File: src/rtl/cache_pkg.sv
// ============================================================================
// Module : cache_pkg
// Brief  : Shared FSM state encoding, line metadata and address-split helpers
//          for the set-associative cache.
// Rev    : 1.0  initial release
// ============================================================================
`default_nettype none

package cache_pkg;

  typedef enum logic [2:0] {
    ST_IDLE      = 3'd0,
    ST_LOOKUP    = 3'd1,
    ST_WRITEBACK = 3'd2,
    ST_REFILL    = 3'd3,
    ST_RESPOND   = 3'd4
  } cache_state_e;

  // Tag is kept at full address width; bits above the real tag width stay zero.
  typedef struct packed {
    logic        valid;
    logic        dirty;
    logic [31:0] tag;
  } line_meta_t;

  function automatic int offset_width(input int line_size);
    return $clog2(line_size);
  endfunction

  function automatic int index_width(input int num_sets);
    return $clog2(num_sets);
  endfunction

  function automatic int tag_width(input int line_size, input int num_sets);
    return 32 - offset_width(line_size) - index_width(num_sets);
  endfunction

endpackage

`default_nettype wire

File: src/rtl/cache_plru.sv
// ============================================================================
// Module : cache_plru
// Brief  : Tree pseudo-LRU for one set: next-state update for a touched way
//          and victim selection from the current tree bits.
// Rev    : 1.0  initial release
// ============================================================================
`default_nettype none

module cache_plru #(
  parameter int NUM_WAYS = 2
) (
  input  logic [NUM_WAYS-2:0]         plru_state,
  input  logic [$clog2(NUM_WAYS)-1:0] touch_way,
  output logic [NUM_WAYS-2:0]         plru_next,
  output logic [$clog2(NUM_WAYS)-1:0] victim_way
);

  localparam int c_levels = $clog2(NUM_WAYS);

  // Node n has children 2n+1 (bit 0) and 2n+2 (bit 1); a node bit names the
  // child on the least-recently-used side.
  always_comb begin
    int node;
    node      = 0;
    plru_next = plru_state;
    for (int l = 0; l < c_levels; l++) begin
      for (int n = 0; n < NUM_WAYS - 1; n++) begin
        if (n == node) plru_next[n] = ~touch_way[c_levels-1-l];
      end
      node = 2 * node + 1 + (touch_way[c_levels-1-l] ? 1 : 0);
    end
  end

  always_comb begin
    int   node;
    logic w_bit;
    node       = 0;
    w_bit      = 1'b0;
    victim_way = '0;
    for (int l = 0; l < c_levels; l++) begin
      w_bit = 1'b0;
      for (int n = 0; n < NUM_WAYS - 1; n++) begin
        if (n == node) w_bit = plru_state[n];
      end
      victim_way[c_levels-1-l] = w_bit;
      node = 2 * node + 1 + (w_bit ? 1 : 0);
    end
  end

endmodule

`default_nettype wire

File: src/rtl/set_assoc_cache.sv
// ============================================================================
// Module : set_assoc_cache
// Brief  : Write-back, write-allocate set-associative cache with tree-PLRU
//          replacement. Define CACHE_STATS_EN to add hit/miss counters.
// Rev    : 1.0  initial release
// ============================================================================
`default_nettype none

module set_assoc_cache
  import cache_pkg::*;
#(
  parameter int LINE_SIZE = 16,
  parameter int NUM_SETS  = 2,
  parameter int NUM_WAYS  = 2
) (
  input  logic                   clk,
  input  logic                   reset,
  input  logic                   is_input_valid,
  input  logic [31:0]            addr,
  input  logic                   mem_read,
  input  logic                   mem_write,
  input  logic [31:0]            din,
  output logic                   is_ready,
  output logic                   is_output_valid,
  output logic [31:0]            dout,
  output logic                   is_hit,
  output logic                   mem_req_valid,
  input  logic                   mem_req_ready,
  output logic                   mem_req_write,
  output logic [31:0]            mem_req_addr,
  output logic [LINE_SIZE*8-1:0] mem_req_data,
  input  logic                   mem_resp_valid,
  input  logic [LINE_SIZE*8-1:0] mem_resp_data
`ifdef CACHE_STATS_EN
  ,
  output logic [31:0]            hit_count,
  output logic [31:0]            miss_count
`endif
);

  localparam int c_off_w = offset_width(LINE_SIZE);
  localparam int c_idx_w = index_width(NUM_SETS);
  localparam int c_tag_w = tag_width(LINE_SIZE, NUM_SETS);
  localparam int c_way_w = $clog2(NUM_WAYS);
  localparam int c_line_w = LINE_SIZE * 8;

  cache_state_e        r_state;
  logic [31:0]         r_addr;
  logic [31:0]         r_din;
  logic                r_rd;
  logic                r_wr;
  logic                r_out_valid;
  logic                r_hit;
  logic [31:0]         r_dout;
  logic                r_fill_wait;
  logic [c_way_w-1:0]  r_victim;
  line_meta_t          r_meta [NUM_SETS][NUM_WAYS];
  logic [c_line_w-1:0] r_data [NUM_SETS][NUM_WAYS];
  logic [NUM_WAYS-2:0] r_plru [NUM_SETS];

  logic [c_idx_w-1:0]  w_index;
  logic [31:0]         w_tag;
  logic [c_off_w+2:0]  w_shift;
  logic                w_noop;
  logic                w_hit;
  logic [c_way_w-1:0]  w_hit_way;
  logic                w_inv_found;
  logic [c_way_w-1:0]  w_inv_way;
  logic [c_way_w-1:0]  w_plru_victim;
  logic [c_way_w-1:0]  w_vic_sel;
  logic                w_vic_dirty;
  logic [c_way_w-1:0]  w_touch;
  logic [NUM_WAYS-2:0] w_plru_next;
  logic [c_line_w-1:0] w_hit_line;
  logic [c_line_w-1:0] w_hit_merged;
  logic [c_line_w-1:0] w_fill_line;
  logic [31:0]         w_rd_word;
  logic                w_hit_evt;
  logic                w_fill_evt;
  line_meta_t          w_vic_meta;

  assign w_index = r_addr[c_off_w +: c_idx_w];
  assign w_tag   = 32'(r_addr[31 -: c_tag_w]);
  assign w_shift = {r_addr[c_off_w-1:0], 3'b000};
  assign w_noop  = !r_rd && !r_wr;

  always_comb begin
    w_hit       = 1'b0;
    w_hit_way   = '0;
    w_inv_found = 1'b0;
    w_inv_way   = '0;
    for (int w = 0; w < NUM_WAYS; w++) begin
      if (r_meta[w_index][w].valid && r_meta[w_index][w].tag == w_tag) begin
        w_hit     = 1'b1;
        w_hit_way = c_way_w'(w);
      end
      if (!r_meta[w_index][w].valid && !w_inv_found) begin
        w_inv_found = 1'b1;
        w_inv_way   = c_way_w'(w);
      end
    end
  end

  assign w_vic_sel   = w_inv_found ? w_inv_way : w_plru_victim;
  assign w_vic_dirty = r_meta[w_index][w_vic_sel].valid && r_meta[w_index][w_vic_sel].dirty;
  assign w_touch     = (r_state == ST_LOOKUP) ? w_hit_way : r_victim;
  assign w_vic_meta  = r_meta[w_index][r_victim];

  cache_plru #(
    .NUM_WAYS (NUM_WAYS)
  ) u_plru (
    .plru_state (r_plru[w_index]),
    .touch_way  (w_touch),
    .plru_next  (w_plru_next),
    .victim_way (w_plru_victim)
  );

  // Stores merge the 32-bit word into the line at the byte offset.
  always_comb begin
    w_hit_line   = r_data[w_index][w_hit_way];
    w_rd_word    = w_hit_line[w_shift +: 32];
    w_hit_merged = w_hit_line;
    w_hit_merged[w_shift +: 32] = r_din;
    w_fill_line  = mem_resp_data;
    if (r_wr) w_fill_line[w_shift +: 32] = r_din;
  end

  assign w_hit_evt  = (r_state == ST_LOOKUP) && !w_noop && w_hit;
  assign w_fill_evt = (r_state == ST_REFILL) && r_fill_wait && mem_resp_valid;

  always_ff @(posedge clk) begin
    if (reset) begin
      r_state     <= ST_IDLE;
      r_addr      <= '0;
      r_din       <= '0;
      r_rd        <= 1'b0;
      r_wr        <= 1'b0;
      r_out_valid <= 1'b0;
      r_hit       <= 1'b0;
      r_dout      <= '0;
      r_fill_wait <= 1'b0;
      r_victim    <= '0;
      for (int s = 0; s < NUM_SETS; s++) begin
        r_plru[s] <= '0;
        for (int w = 0; w < NUM_WAYS; w++) r_meta[s][w] <= '0;
      end
    end else begin
      r_out_valid <= 1'b0;
      case (r_state)
        ST_IDLE: begin
          if (is_input_valid) begin
            r_addr  <= addr;
            r_din   <= din;
            r_rd    <= mem_read;
            r_wr    <= mem_write;
            r_state <= ST_LOOKUP;
            // A no-op answers immediately and leaves the cache untouched.
            if (!mem_read && !mem_write) begin
              r_out_valid <= 1'b1;
              r_hit       <= 1'b1;
            end
          end
        end
        ST_LOOKUP: begin
          if (w_noop) begin
            r_state <= ST_IDLE;
          end else if (w_hit) begin
            r_out_valid     <= 1'b1;
            r_hit           <= 1'b1;
            r_dout          <= r_wr ? r_din : w_rd_word;
            r_plru[w_index] <= w_plru_next;
            if (r_wr) r_meta[w_index][w_hit_way].dirty <= 1'b1;
            r_state <= ST_IDLE;
          end else begin
            r_victim    <= w_vic_sel;
            r_fill_wait <= 1'b0;
            r_state     <= w_vic_dirty ? ST_WRITEBACK : ST_REFILL;
          end
        end
        ST_WRITEBACK: begin
          if (mem_req_ready) r_state <= ST_REFILL;
        end
        ST_REFILL: begin
          if (!r_fill_wait) begin
            if (mem_req_ready) r_fill_wait <= 1'b1;
          end else if (mem_resp_valid) begin
            r_meta[w_index][r_victim] <= {1'b1, r_wr, w_tag};
            r_plru[w_index] <= w_plru_next;
            r_out_valid     <= 1'b1;
            r_hit           <= 1'b0;
            r_dout          <= r_wr ? r_din : mem_resp_data[w_shift +: 32];
            r_state         <= ST_RESPOND;
          end
        end
        ST_RESPOND: r_state <= ST_IDLE;
        default:    r_state <= ST_IDLE;
      endcase
    end
  end

  always_ff @(posedge clk) begin
    if (!reset) begin
      if (w_hit_evt && r_wr) r_data[w_index][w_hit_way] <= w_hit_merged;
      if (w_fill_evt)        r_data[w_index][r_victim]  <= w_fill_line;
    end
  end

  assign is_ready        = (r_state == ST_IDLE);
  assign is_output_valid = r_out_valid;
  assign is_hit          = r_hit;
  assign dout            = r_dout;
  assign mem_req_valid   = (r_state == ST_WRITEBACK) || ((r_state == ST_REFILL) && !r_fill_wait);
  assign mem_req_write   = (r_state == ST_WRITEBACK);
  assign mem_req_addr    = (r_state == ST_WRITEBACK)
                         ? ((w_vic_meta.tag << (c_off_w + c_idx_w)) | (32'(w_index) << c_off_w))
                         : {r_addr[31:c_off_w], {c_off_w{1'b0}}};
  assign mem_req_data    = r_data[w_index][r_victim];

`ifdef CACHE_STATS_EN
  logic [31:0] r_hit_count;
  logic [31:0] r_miss_count;

  always_ff @(posedge clk) begin
    if (reset) begin
      r_hit_count  <= '0;
      r_miss_count <= '0;
    end else begin
      if (w_hit_evt && r_hit_count != 32'hFFFF_FFFF)   r_hit_count  <= r_hit_count + 32'd1;
      if (w_fill_evt && r_miss_count != 32'hFFFF_FFFF) r_miss_count <= r_miss_count + 32'd1;
    end
  end

  assign hit_count  = r_hit_count;
  assign miss_count = r_miss_count;
`else
  // Statistics counters are not built in this configuration.
`endif

endmodule

`default_nettype wire

File: config.mk
export PLATFORM = sky130hd
export DESIGN_NAME = set_assoc_cache
export DESIGN_NICKNAME = d
export VERILOG_FILES = /design/src/rtl/cache_pkg.sv /design/src/rtl/cache_plru.sv /design/src/rtl/set_assoc_cache.sv
export SDC_FILE = /design/constraint.sdc
export NUM_CORES = 2
export LEC_CHECK = 0
export CAP_MARGIN = 20
export CORE_MARGIN = 2
export CORE_UTILIZATION = 50
export CTS_CLUSTER_SIZE = 16
export DETAILED_ROUTE_END_ITERATION = 10
export PLACE_DENSITY_LB_ADDON = 0.05
export SETUP_SLACK_MARGIN = 0.1
export SLEW_MARGIN = 40
export SYNTH_ARGS = -nofsm -noshare
export SYNTH_HDL_FRONTEND = slang
export SYNTH_SLANG_ARGS = --single-unit
File: constraint.sdc
create_clock -name clk -period 12.8 [get_ports clk]
set_input_delay 1.28 -clock clk [delete_from_list [all_inputs] [get_ports clk]]
set_output_delay 1.28 -clock clk [all_outputs]
set_load 0.05 [all_outputs]
==> results.md <==
- # DRC: 0
- # H-tree levels: 3
- Period Utilization, post-route: 51.2%
- Max Transition Viols Final: 0
- WHS Path Cells: 2
- CP Depth: 6
- Data arrival time of the critical path: 5.27 ns
- Max cap viols: 0
- Cts hold-fix bufs: 0
- Fin Setup TNS: 0 ns
- Worst Hold Class: flop to flop
- Worst IR drop on VDD: 148 uV
- Finish-stage setup viols: 0
- Fin crit period: 6.55 ns
- CTS sink count: roughly 740
- Slew @ Worst Pin: 0.995 ns
- Initial Util: just over 50%
- Max Freq: 153 MHz
- Critical path's largest stage delay: 0.72 ns
- Synth cell types: 85
- Final wirelength: between 200 and 250 mm
- Post-Syn Area: 46000 um2
- Status: finished, final reports clean
- Top Ports: 396
- Post-CTS Setup Bufs: 0
- Number of CTS-inserted buffers: 82
- Setup crit start kind: flop
- Top-area cell type share of the netlist area: 41.2%
- Avg Inst Size Synth: between 10 and 15 um2
- Worst-case clock buffer depth: 3
- # resized after CTS: 0
- Mapped Cells: a little over 4k
- Critical Path Fanout Max: 57
- Leakage: 0.0179 uW
- Area contributors post-synth: edfxtp_1 41%, mux4_2 15%, mux2i_1 5.5%
- Vias: 41.6k
- CTS tree: yes
- Clock latency on the worst-skew pair: 0.70 ns
- Post-DP HPWL: between 150 and 200 mm
- Clock root cell: clkbuf_16
- Synth async-reset ratio: 0%
- Crit path capture type: output pin
- Core area: 91400 um2
- Sequential-to-total area share from yosys stat: a little under half
- Worst rel slew slack: 33.7%
- Die area: ~94000 um2
- First-pass DRT Iterations: 7
- Post-synth EDFFs: 630
- Top_reg_cell synth: edfxtp_1
- Reg2Reg Depth: 13
- GRT Util Overall: 46.6%
- Crit path kind: flop to output pin
- Delay-heaviest family, CP: buffers and inverters
- Largest net degree at the start of global routing: 70
- Highest-delay cell along the critical path: clkdlybuf4s50_1
- WP data required: 11.52 ns
- Synth Warn #: 0
- Fin. Hold Viols: 0
- Most used cell, CP: buf_6
- CP cell instances: buf_6, buf_6, buf_4, buf_6, mux4_2, clkdlybuf4s50_1
- Via/cell ratio: 7.37
- Total congestion overflow: 0
- First-pass GRT wire length: 306 mm
- Initial antenna violation count: 17
- Avg WL per Cell: 39.7 um
- Die W: ~310 um
- Worst-path clk slew: 0.06 ns
- Share of layout cells above drive strength 1: between 15 and 20%
- RSZ-0062 raised after global routing: no
- Yosys reg bits: 736
- Skew final: 0.0506 ns
- Die Y: approximately 310 um
- Yosys top cell by area: edfxtp_1
- Final antenna-violating net count: 0
- GPL Wtd Cong: 1.09
- Initial detailed-routing violation count: 6765
- Placed insts: ~5.5k
- Worst path buffer plus inverter count: 5
- Row count: roughly 110
- Post-Layout Cell Count: 5645
- Synth-to-layout area growth: 17.1%
- Vias in the first global route: ~40k
- # nets final: 4583
- WHS: between 0.4 and 0.5 ns
- Pwr per Cell Area: roughly 120 nW/um2
- Port bufs: 391
[final cells by class]
cell class	instances	area [um2]
repair buffers	508	4900
fillers	7662	37600
clock inverters	39	380
diodes	13	32.5
inverters	43	161
multi-input cells	3010	23600
well taps	1186	1480
clock buffers	110	2210
flip-flops and latches	736	21100
[metrics by stage]
stage                     total power (uW)  setup WS, ns  cell area, um2  util [%]
after floorplan                       3570          3.31           46000         -
after global placement                4140          5.89           50800      55.6
after detailed placement              4150          6.07           51100      55.9
after CTS                             6450          5.35           53700      58.7
after global routing                  6640          5.91           53800      58.8
final                                 6520          6.25           53800      58.9
[cells in the mapped netlist, drive strengths merged (24+ instances only)]
master and count:
a211oi 43, a21oi 323, a221o 45, a221oi 42, a22o 33, a22oi 93, a31oi 26, and2 36
buf 116, clkbuf 228, dfxtp 106, edfxtp 630, inv 41, mux2 73, mux2i 252, mux4 300
nand2 517, nand3 53, nor2 374, nor3 59, o211ai 42, o21ai 206, o221a 26, o22ai 119
xnor2 29, xor2 24
[sequential cells by signal, indices dropped and copies added (netlist names), named ones only]
register / count
r_din: 32
r_data: 512
dout: 32
r_addr: 32
is_hit: 1
r_meta: 116
is_output_valid: 1
r_victim: 1
r_state: 3
r_plru: 2
r_wr: 1
r_fill_wait: 1
r_rd: 1
[cells by family (layout without fill, tap and decap cells)]
logic type,after synthesis,after routing,share of synthesized area [%]
and+or+nand+nor,1184,1184,11.1
DFF,736,736,45.8
AOI/OAI and AO/OA,1141,1141,16.4
buffers and inverters,387,700,3.57
muxes,625,625,22.1
other,1,17,0.00816
adders and majority gates,3,3,0.0817
xor gates and xnor gates,53,53,1.01
[path summary, 6_finish.rpt]
kind	start	to	slack (ns)
worst max-delay path	flop	mem_req_data[53]	6.25
worst min-delay path	r_rd	r_rd	0.50
worst max register to register	flop	dout[6]	6.93
worst min register to register	r_rd	r_rd	0.50
[worst min-delay path, cell delays in order, from the launching register on]
cell and delay [ns]:
dfxtp_1 0.33, nand2_1 0.06, a21oi_1 0.06
[per-layer routing]
metal / track usage [%] / part of all wire (%) / routed length (um)
met1: 58.7 / 35 / 78600
met3: 16.5 / 14 / 31500
met4: 34.5 / 9.1 / 20300
met2: 66.0 / 42 / 93500
met5: 0 / 0.040 / 89
[placed cells by master (no fill, tap or decap), drive strengths merged, types with 15 or more instances in the layout]
| cell | n |
|---|---|
| a211oi | 43 |
| a21oi | 323 |
| a221o | 45 |
| a221oi | 42 |
| a22o | 33 |
| a22oi | 93 |
| a31oi | 26 |
| a32oi | 15 |
| and2 | 36 |
| and3 | 16 |
| buf | 117 |
| clkbuf | 111 |
| clkdlybuf4s50 | 390 |
| clkinv | 30 |
| dfxtp | 106 |
| edfxtp | 630 |
| inv | 45 |
| mux2 | 73 |
| mux2i | 252 |
| mux4 | 300 |
| nand2 | 517 |
| nand2b | 22 |
| nand3 | 53 |
| nand4 | 20 |
| nor2 | 374 |
| nor2b | 19 |
| nor3 | 59 |
| nor4 | 19 |
| o211ai | 42 |
| o21ai | 206 |
| o221a | 26 |
| o22ai | 119 |
| o32ai | 16 |
| or2 | 19 |
| xnor2 | 29 |
| xor2 | 24 |
[where the power goes]
part / internal [uW] / total, uW / switching [uW]
Clock: 1320 / 2340 / 1020
Combinational: 475 / 1450 / 972
Sequential: 2660 / 2730 / 68.6
Power figures use the tool's default switching activity.
